--- src/rtl/floo_mcast_fork.sv ---
// floo_mcast_fork: replicates one input flit stream onto NumOutput output
// streams under a per-packet destination mask. Supports unicast, partial-accept
// multicast with a served mask, and wormhole bursts with the mask locked at the head.
// Optional feature macro: FLOO_MCAST_FORK_PERF_EN (per-output handshake counters on perf_o).
module floo_mcast_fork #(
  parameter int unsigned NumOutput   = 5,
  parameter type         flit_t      = logic,
  parameter int          LoopbackIdx = -1,
  parameter int unsigned CntWidth    = 16
) (
  input  logic                 clk_i,
  input  logic                 rst_ni,
  input  logic                 valid_i,
  output logic                 ready_o,
  input  flit_t                data_i,
  input  logic [NumOutput-1:0] mask_i,
  input  logic                 mcast_i,
  input  logic                 last_i,
  output logic [NumOutput-1:0] valid_o,
  input  logic [NumOutput-1:0] ready_i,
  output flit_t                data_o [NumOutput],
`ifdef FLOO_MCAST_FORK_PERF_EN
  output logic [CntWidth-1:0]  perf_o [NumOutput],
`endif
  output logic                 busy_o,
  output logic                 drop_o
);

  localparam logic [0:0] ST_HEAD = 1'b0;
  localparam logic [0:0] ST_BODY = 1'b1;

  // Elaboration-time parameter sanity.
  if (NumOutput < 2) begin : g_chk_num
    $error("floo_mcast_fork: NumOutput must be >= 2");
  end
  if (CntWidth < 1) begin : g_chk_cnt
    $error("floo_mcast_fork: CntWidth must be >= 1");
  end

  // Bit that is never a legal destination (the port the flit came in on).
  function automatic logic [NumOutput-1:0] loop_mask();
    logic [NumOutput-1:0] m;
    m = '0;
    for (int i = 0; i < NumOutput; i++) begin
      if (i == LoopbackIdx) m[i] = 1'b1;
    end
    return m;
  endfunction

  localparam logic [NumOutput-1:0] LoopMask = loop_mask();

  logic [0:0]           r_state;
  logic [NumOutput-1:0] r_served;
  logic [NumOutput-1:0] r_mask;
  logic                 r_mcast;

  logic                 w_head;
  logic [NumOutput-1:0] w_m;
  logic                 w_c;
  logic                 w_empty;
  logic                 w_fire;
  logic [NumOutput-1:0] w_served_d;

  // Effective mask/mode, per-output valid, input ready and served-mask update.
  always_comb begin
    // NOTE: every output of this block gets a default first, so no path leaves a latch.
    w_head  = (r_state == ST_HEAD);
    w_m     = w_head ? (mask_i & ~LoopMask) : r_mask;
    w_c     = w_head ? mcast_i : r_mcast;
    w_empty = (w_m == '0);
    valid_o = {NumOutput{valid_i}} & w_m;
    ready_o = |(ready_i & w_m);
    if (w_c) begin
      // Outputs that already took this flit are not offered it again.
      valid_o = {NumOutput{valid_i}} & w_m & ~r_served;
      ready_o = &((ready_i & w_m) | ~w_m | r_served);
    end
    // A head with no destination is swallowed so the stream does not stall.
    if (w_head && w_empty) ready_o = 1'b1;
    drop_o     = valid_i & w_head & w_empty;
    w_fire     = valid_i & ready_o;
    w_served_d = w_fire ? '0 : (r_served | (valid_o & ready_i));
  end

  assign busy_o = (r_state == ST_BODY) || (r_served != '0);

  for (genvar o = 0; o < NumOutput; o++) begin : g_data
    assign data_o[o] = data_i;
  end

  // Packet FSM, locked mask/mode and served mask.
  always_ff @(posedge clk_i or negedge rst_ni) begin
    if (!rst_ni) begin
      r_state  <= ST_HEAD;
      r_served <= '0;
      r_mask   <= '0;
      r_mcast  <= 1'b0;
    end else begin
      // NOTE: sequential state uses non-blocking assignments so all registers
      // update from the same pre-edge values.
      r_served <= w_served_d;
      if (w_fire) begin
        if (w_head && !last_i && !w_empty) begin
          r_state <= ST_BODY;
          r_mask  <= w_m;
          r_mcast <= w_c;
        end else if (!w_head && last_i) begin
          r_state <= ST_HEAD;
        end
      end
    end
  end

`ifdef FLOO_MCAST_FORK_PERF_EN
  localparam logic [CntWidth-1:0] CntMax = '1;
  logic [CntWidth-1:0] r_perf [NumOutput];

  // Saturating per-output handshake counters.
  always_ff @(posedge clk_i or negedge rst_ni) begin
    if (!rst_ni) begin
      for (int o = 0; o < NumOutput; o++) r_perf[o] <= '0;
    end else begin
      for (int o = 0; o < NumOutput; o++) begin
        if (valid_o[o] && ready_i[o] && (r_perf[o] != CntMax)) r_perf[o] <= r_perf[o] + 1'b1;
      end
    end
  end

  assign perf_o = r_perf;
`endif

  // Unicast must name at most one destination.
  a_unicast_onehot: assert property (@(posedge clk_i) disable iff (!rst_ni)
    (valid_i && !w_c) |-> $onehot0(w_m));

endmodule

--- config.mk ---
export PLATFORM = sky130hd
export DESIGN_NAME = floo_mcast_fork
export DESIGN_NICKNAME = d
export VERILOG_FILES = /design/src/rtl/floo_mcast_fork.sv
export SDC_FILE = /design/constraint.sdc
export NUM_CORES = 1
export LEC_CHECK = 0
export CAP_MARGIN = 15
export CORE_MARGIN = 4
export CORE_UTILIZATION = 48
export CTS_BUF_LIST = sky130_fd_sc_hd__clkbuf_2 sky130_fd_sc_hd__clkbuf_4 sky130_fd_sc_hd__clkbuf_8
export DETAILED_ROUTE_END_ITERATION = 6
export GPL_ROUTABILITY_DRIVEN = 0
export PLACE_DENSITY = 0.93
export SLEW_MARGIN = 25
export SYNTH_ARGS = -nofsm -noshare
export SYNTH_HDL_FRONTEND = slang
export SYNTH_SLANG_ARGS = --single-unit
--- constraint.sdc ---
create_clock -name clk_i -period 3.65 [get_ports clk_i]
set_input_delay 0.9125 -clock clk_i [delete_from_list [all_inputs] [get_ports clk_i]]
set_output_delay 0.9125 -clock clk_i [all_outputs]
set_load 0.005 [all_outputs]
# ---- Word level (Yosys, flattened, before mapping)
# Index checks and enable logic that the tools add are counted.
dict set report classes {
  n_mux 8
  n_bitwise 13
  reduce_logical 14
}
# op count
set op_table {}
lappend op_table {{bitwise AND 5 bit} 4}
lappend op_table {{2-to-1 mux 5 bit} 3}
lappend op_table {{OR 5 bit} 3}
lappend op_table {{NOT 5 bit} 2}
lappend op_table {{logical NOT 5 bit} 1}
lappend op_table {{2-to-1 mux 1 bit} 5}
lappend op_table {{AND reduction 5 bit} 1}
lappend op_table {{nonzero test 5 bit} 1}
lappend op_table {{OR reduction 5 bit} 1}
lappend op_table {{logical AND 1 bit} 4}
lappend op_table {{AND reduction 2 bit} 2}
lappend op_table {{bitwise AND 1 bit} 3}
lappend op_table {{logical NOT 1 bit} 2}
lappend op_table {{nonzero test 2 bit} 1}
lappend op_table {{logical OR 1 bit} 1}
lappend op_table {{NOT 1 bit} 1}
dict set report totals {
  reg_bits 12
  input_bits 16
  out_inout_bits 13
  elab_cells 39
}

# ---- Logic depth before layout (Yosys ltp)
# Gate-level depths: netlist (run 1).
dict set report logic_depth {
  word_depth 9
  ltp_mapped 6
}

# ---- Least setup slack after synthesis (run 1)
# No wires, ideal clock.
dict set report synth_path {
  path_type {input -> output}
  startpoint {in mask_i[3]}
  endpoint {out ready_o}
  arrival_time_ns 1.929
  required_ns 2.738
  setup_slack_ns 0.809
  path_stages 5
  n_path_buf 0
  cell_sequence {mux2_4 > a222oi_1 > a21o_2 > and2_1 > nand2_1}
}
dict set report synth_via {
  elab_chain_cells 7
  elab_cells_between_ends 11
  cone_classes {mux: 3; bitwise: 4; reduce/logical: 4}
}
# item line_no
set synth_lines {}
lappend synth_lines {{from (decl)} 16} ;# input logic [NumOutput-1:0] mask_i,
lappend synth_lines {{2-to-1 mux 5 bit (*)} 68} ;# w_m = w_head ? (mask_i & ~LoopMask) : r_mask;
lappend synth_lines {{bitwise AND 5 bit or NOT 5 bit (tied branches)} {72, 76}}
lappend synth_lines {{OR 5 bit (2 in series)} 76} ;# ready_o = &((ready_i & w_m) | ~w_m | r_served);
lappend synth_lines {{AND reduction 5 bit} 76}
lappend synth_lines {{2-to-1 mux 1 bit} 73} ;# if (w_c) begin
lappend synth_lines {{2-to-1 mux 1 bit (*)} 79} ;# if (w_head && w_empty) ready_o = 1'b1;
lappend synth_lines {{to (decl)} 14} ;# output logic ready_o,
# Every way passes the cells marked *; elsewhere a longest branch is shown, timed or not.

# ---- Worst setup path in the final report (run 1)
# Ends and elaborated chain as after synthesis.

==> metrics.cfg, run 1 <==
[status]
status=complete, no violations

[placement]
dpl_cell_area_um2=1020
io_buffer_count=22
dp_hpwl_um=1570

[clocking]
holdBufCountCts=0
clock_path_buffers=2
clkSlewWorstSetupHoldPaths_ps=70
root_buffer=clkbuf_4
cts_tree=yes
cts_num_sinks=12
insertion_delay_ps=260
numCtsBuffers=3
cts_max_level=1

[flow_run]
maxCapViolCount=0

[sta]
fin_crit_ps=3530
fin_worst_skew_ps=4.53
report.final.hold_viol_count=0
fin_crit_sh_pct=96.8
fmax_mhz=283
setup_violations=0
relSlewSlack_pct=61.9
rsz0062_at_grt=no
tightest_slew_ps=570
slew_viol_final=0

[global_route]
grt_usage_pct=19.2
grt_util_met1_pct=23.8
grt_busiest_layer=met2
antenna_found_initial=0
use_met3_pct=3.68
grt_overflow=0
met2_usage_pct=33.5
grt_pass1_wl_um=3660
grt_pass1_vias=782
grt_max_degree=14

[finish]
utilization_pct=69.1
syn2layout_area_growth_pct=34.1
final_area_um2=1050
drive_above_1_share_pct=25.7
diodes=0
fin_nets=123

[worst_setup_path]
worst-path-buf-inv=2
crit_fanout=4
crit_chain=clkdlybuf4s50_1 > mux2_4 > a222oi_1 > a21o_2 > and2_4 > nand2_1 > dlygate4sd2_1
critPathKind=primary input to primary output
worst_path_largest_cell_delay_ps=450
cp_top_family=buffers and inverters
worstPathRequired_ps=2740
critPathCaptureType=primary output
worstPathArrival_ps=2620
crit_slowest_cell=clkdlybuf4s50_1
critPathLaunchType=primary input

[route]
ant_nets=0
drt-total-wl_um=2070
drt_first_pass_iters=4
drc_errors=0
avgViaCountPerCell=5.96
num_vias=721
avgRoutedWirePerCell_um=17.1
drt-initial-drc-count=14

[logic_synthesis]
synthFlopType=dfrtp_1
synthesis.nets=96
synth-edff-count=0
yosys-top-cells-count=12 x dfrtp_1, 12 x nor2_1, 9 x nand2_1
syn_area_um2=786
async_reset_ff_share_pct=100
synth_seq_cells=12
yosys.area.top_type=dfrtp_1
synth_top_cells_by_area=dfrtp_1 38%, mux2_4 11%, mux2_2 5.7%
netlist_instances=80
ys_types=25
syn_area_per_cell_um2=9.82
synth_seq_area_share_pct=38.2
ys_warn_count=0
synth_top_area_share_pct=38.2

[floorplanning]
num_rows=14
initial_utilization_pct=51.6
die_y_um=48.5
boundaryPins=29
coreArea_um2=1520
die-width_um=48.5
die-area_um2=2350

[power_and_ir_drop]
peakVddDrop_v=0.000475
p_per_area_nw_per_um2=787
p_int_uw=511
seqPwrFrac_pct=32.2
p_sw_uw=318
comb_power_share_pct=58.1
p_leak_uw=0.000457
p_sw_share_pct=38.4
clockPowerShare_pct=9.7

[hold_path]
hold_path.class=flip-flop to flip-flop

-- cell type report --
class	instances	area [µm²]
fill	115	470
clock buffer	3	22.5
inverter	1	3.75
timing repair buffer	29	270
multi-input combinational	60	437
sequential	12	300
tap	16	20.0
-- logic make-up (layout without fill, tap and decap cells) --
group           Yosys count  count (layout)  synth area share (%)
flops                    12              12                  38.2
buf+inv                   8              33                  7.17
mux                      11              11                  18.6
simple gates             27              27                  15.8
compound gates           22              22                  20.2
-- power by group through the flow --
| stage | Clock (µW) | Sequential (µW) | Combinational (µW) |
|---|---|---|---|
| 3_5_place_dp | 0 | 267 | 466 |
| 5_1_grt | 86.0 | 278 | 522 |
| 6_report | 80.3 | 267 | 482 |
| 4_1_cts | 80.4 | 264 | 478 |
| 2_1_floorplan | 0 | 234 | 319 |
| 3_3_place_gp | 0 | 258 | 452 |
-- worst paths after layout --
kind                       depth (start not counted)  slack, ps           to       from
setup / recovery                                   7        120      ready_o  mask_i[3]
min in group asynchronous                          1       1010      r_mcast     rst_ni
hold / removal                                     1        520    r_mask[4]  r_mask[4]
hold reg to reg                                    1        520    r_mask[4]  r_mask[4]
max in group asynchronous                          1       2260  r_served[4]     rst_ni
setup reg to reg                                   7       1290    r_mask[3]    r_state
-- worst register-to-register path, cell delays in order (launching register included) --
cell and delay [ps]:
dfrtp_1 600, mux2_2 420, a22oi_2 210, nand4_2 110, buf_4 150, buf_4 140
a21oi_4 280, mux2_4 340
-- metal layers --
metal,up-vias,share of wire (%)
met1,350,40
li1,338,-
met2,29,52
met3,4,6.3
met4,0,1.5
met5,-,0
-- layout by cell type (no fill, tap or decap), drive strengths merged, types with 6 or more instances in the layout --
master	Yosys	routed
a21oi	7	7
a31oi	6	6
buf	6	7
clkdlybuf4s50	0	20
dfrtp	12	12
mux2	11	11
nand2	9	9
nor2	12	12
-- flip-flops by register name, summed over array words and instances (netlist names) --
register  flops
r_state       1
r_mcast       1
r_mask        5
r_served      5
-- through the flow --
stage,std cells,setup TNS [ps],hold slack [ps],setup WS [ps],power [µW]
final,121,0,518,115,829
after global placement,117,-130,478,-74.0,710
after CTS,121,0,518,123,823
after floorplan,80,0,456,809,553
after detailed placement,117,-212,498,-108,733
after global routing,121,0,529,48.3,886
-- what timing repair did --
action,CTS,global route
gates resized for setup,4,0
endpoints found under the setup margin,2,0
setup buffers,1,0
hold endpoints to repair,0,0
Note: power is estimated with default switching activity, not from simulation.
==> run 2, diff against run 1 <==
--- a/config.mk
+++ b/config.mk
@@ -11,7 +11,7 @@
 export CTS_BUF_LIST = sky130_fd_sc_hd__clkbuf_2 sky130_fd_sc_hd__clkbuf_4 sky130_fd_sc_hd__clkbuf_8
 export DETAILED_ROUTE_END_ITERATION = 6
 export GPL_ROUTABILITY_DRIVEN = 0
-export PLACE_DENSITY = 0.93
+export PLACE_DENSITY_LB_ADDON = 0.15
 export SLEW_MARGIN = 25
 export SYNTH_ARGS = -nofsm -noshare
 export SYNTH_HDL_FRONTEND = slang
==> metrics.cfg, run 2 (synthesis results as in run 1) <==
[status]
status=complete, no violations

[floorplanning]
boundaryPins=29
die_y_um=48.5
coreArea_um2=1520
die-area_um2=2350
die-width_um=48.5
num_rows=14
initial_utilization_pct=51.6

[route]
drt-total-wl_um=1880
drt_first_pass_iters=4
ant_nets=0
num_vias=723
avgRoutedWirePerCell_um=15.4
drc_errors=0
drt-initial-drc-count=15
avgViaCountPerCell=5.93

[global_route]
grt_max_degree=14
antenna_found_initial=0
grt_pass1_wl_um=3060
grt_overflow=0
grt_pass1_vias=687
grt_usage_pct=16.1

[sta]
fin_crit_sh_pct=96.6
relSlewSlack_pct=62.3
fin_worst_skew_ps=4.66
rsz0062_at_grt=no
fmax_mhz=284
setup_violations=0
report.final.hold_viol_count=0
fin_crit_ps=3530
tightest_slew_ps=564
slew_viol_final=0

[worst_setup_path]
critPathKind=primary input to primary output
crit_chain=clkdlybuf4s50_1 > mux2_4 > a222oi_1 > a21o_2 > and2_4 > nand2_1 > dlygate4sd2_1
critPathCaptureType=primary output
r2r-end=r_mask[4]
worstPathArrival_ps=2610
cp_top_family=buffers and inverters
rrSetupSlack_ps=1420
worstSetupStartpoint=mask_i[3]
critPathCapture=ready_o
crit_slowest_cell=clkdlybuf4s50_1
critPathLaunchType=primary input
worstSetupPathDepth=7
worstPathRequired_ps=2740
worst-path-buf-inv=2
reg2reg_from=r_state
r2r_cells=6
crit_fanout=3
worst_path_largest_cell_delay_ps=430

[placement]
dp_hpwl_um=1390
io_buffer_count=22

[finish]
final_common_cell=clkdlybuf4s50_1
fin_nets=123
top_regs=r_mask (5), r_served (5)
syn2layout_area_growth_pct=36.0
diodes=0
drive_above_1_share_pct=27.4
final_cell_mix=18 x clkdlybuf4s50_1, 12 x nor2_1, 12 x dfrtp_1
fillCellCount=129
utilization_pct=70.1

[clocking]
numCtsBuffers=3
cts_tree=yes
cts_num_sinks=12
root_buffer=clkbuf_4
cts_max_level=1
clkSlewWorstSetupHoldPaths_ps=70
insertion_delay_ps=270
clock_path_buffers=2

[power_and_ir_drop]
peakVddDrop_v=0.000435
p_leak_uw=0.000467
power_uw=842
p_per_area_nw_per_um2=788

[hold_path]
hold_path.class=flip-flop to flip-flop

[flow_run]
maxCapViolCount=0

run 2: cell types whose count changed in the layout (fill, tap and decap cells not counted), sizes merged:
cell / change
clkbuf: +1
dlygate4sd2: +2
clkdlybuf4s50: -2
run 2: cell type report:
type,instances,area [µm²],area share (%)
clock buffers,4,36.3,3.40
inverters,1,3.75,0.351
multi-input cells,60,440,41.2
flip-flops and latches,12,300,28.1
well taps,16,20.0,1.87
repair buffers,29,268,25.1
run 2: worst min path at each step:
stage / startpoint / endpoint / slack (ps) / cells after the start
detailed placement: r_mask[2] / r_mask[2] / 490 / 1
floorplan: r_mcast / r_mcast / 460 / 2
finish: r_mask[2] / r_mask[2] / 510 / 1
global route: r_mask[2] / r_mask[2] / 530 / 1
CTS: r_mask[2] / r_mask[2] / 510 / 1
global placement: r_mcast / r_mcast / 480 / 2
run 2: through the flow:
step           worst slack (ps)  instances  hold WS, ps  instance area, µm²  TNS, ps
2_1_floorplan               809         80          456                 786        0
3_3_place_gp              -86.4        117          478                1020     -140
3_5_place_dp               -128        117          492                1020     -215
4_1_cts                     150        122          509                1070        0
5_1_grt                     102        122          533                1070        0
6_report                    123        122          510                1070        0
run 2: metal layers:
metal / vias up / share of wire [%] / global-route usage [%]
met5: - / 0 / 0
met4: 0 / 1.2 / 5.38
met3: 2 / 6.9 / 3.68
met2: 23 / 50 / 27.6
met1: 356 / 41 / 19.7
li1: 342 / - / -
run 2: repair_timing:
item | CTS | global route
resized for setup | 7 | 0
endpoints found under the hold margin | 0 | 0
hold buffers | 0 | 0
buffers inserted | 1 | 0
setup endpoints to repair | 2 | 0
run 2: report_power, final:
group	internal [µW]	leakage [µW]	switching (µW)
clock network	60.7	0.0000210	43.5
registers	198	0.000149	63.5
logic	275	0.000297	202
total	533	0.000467	309
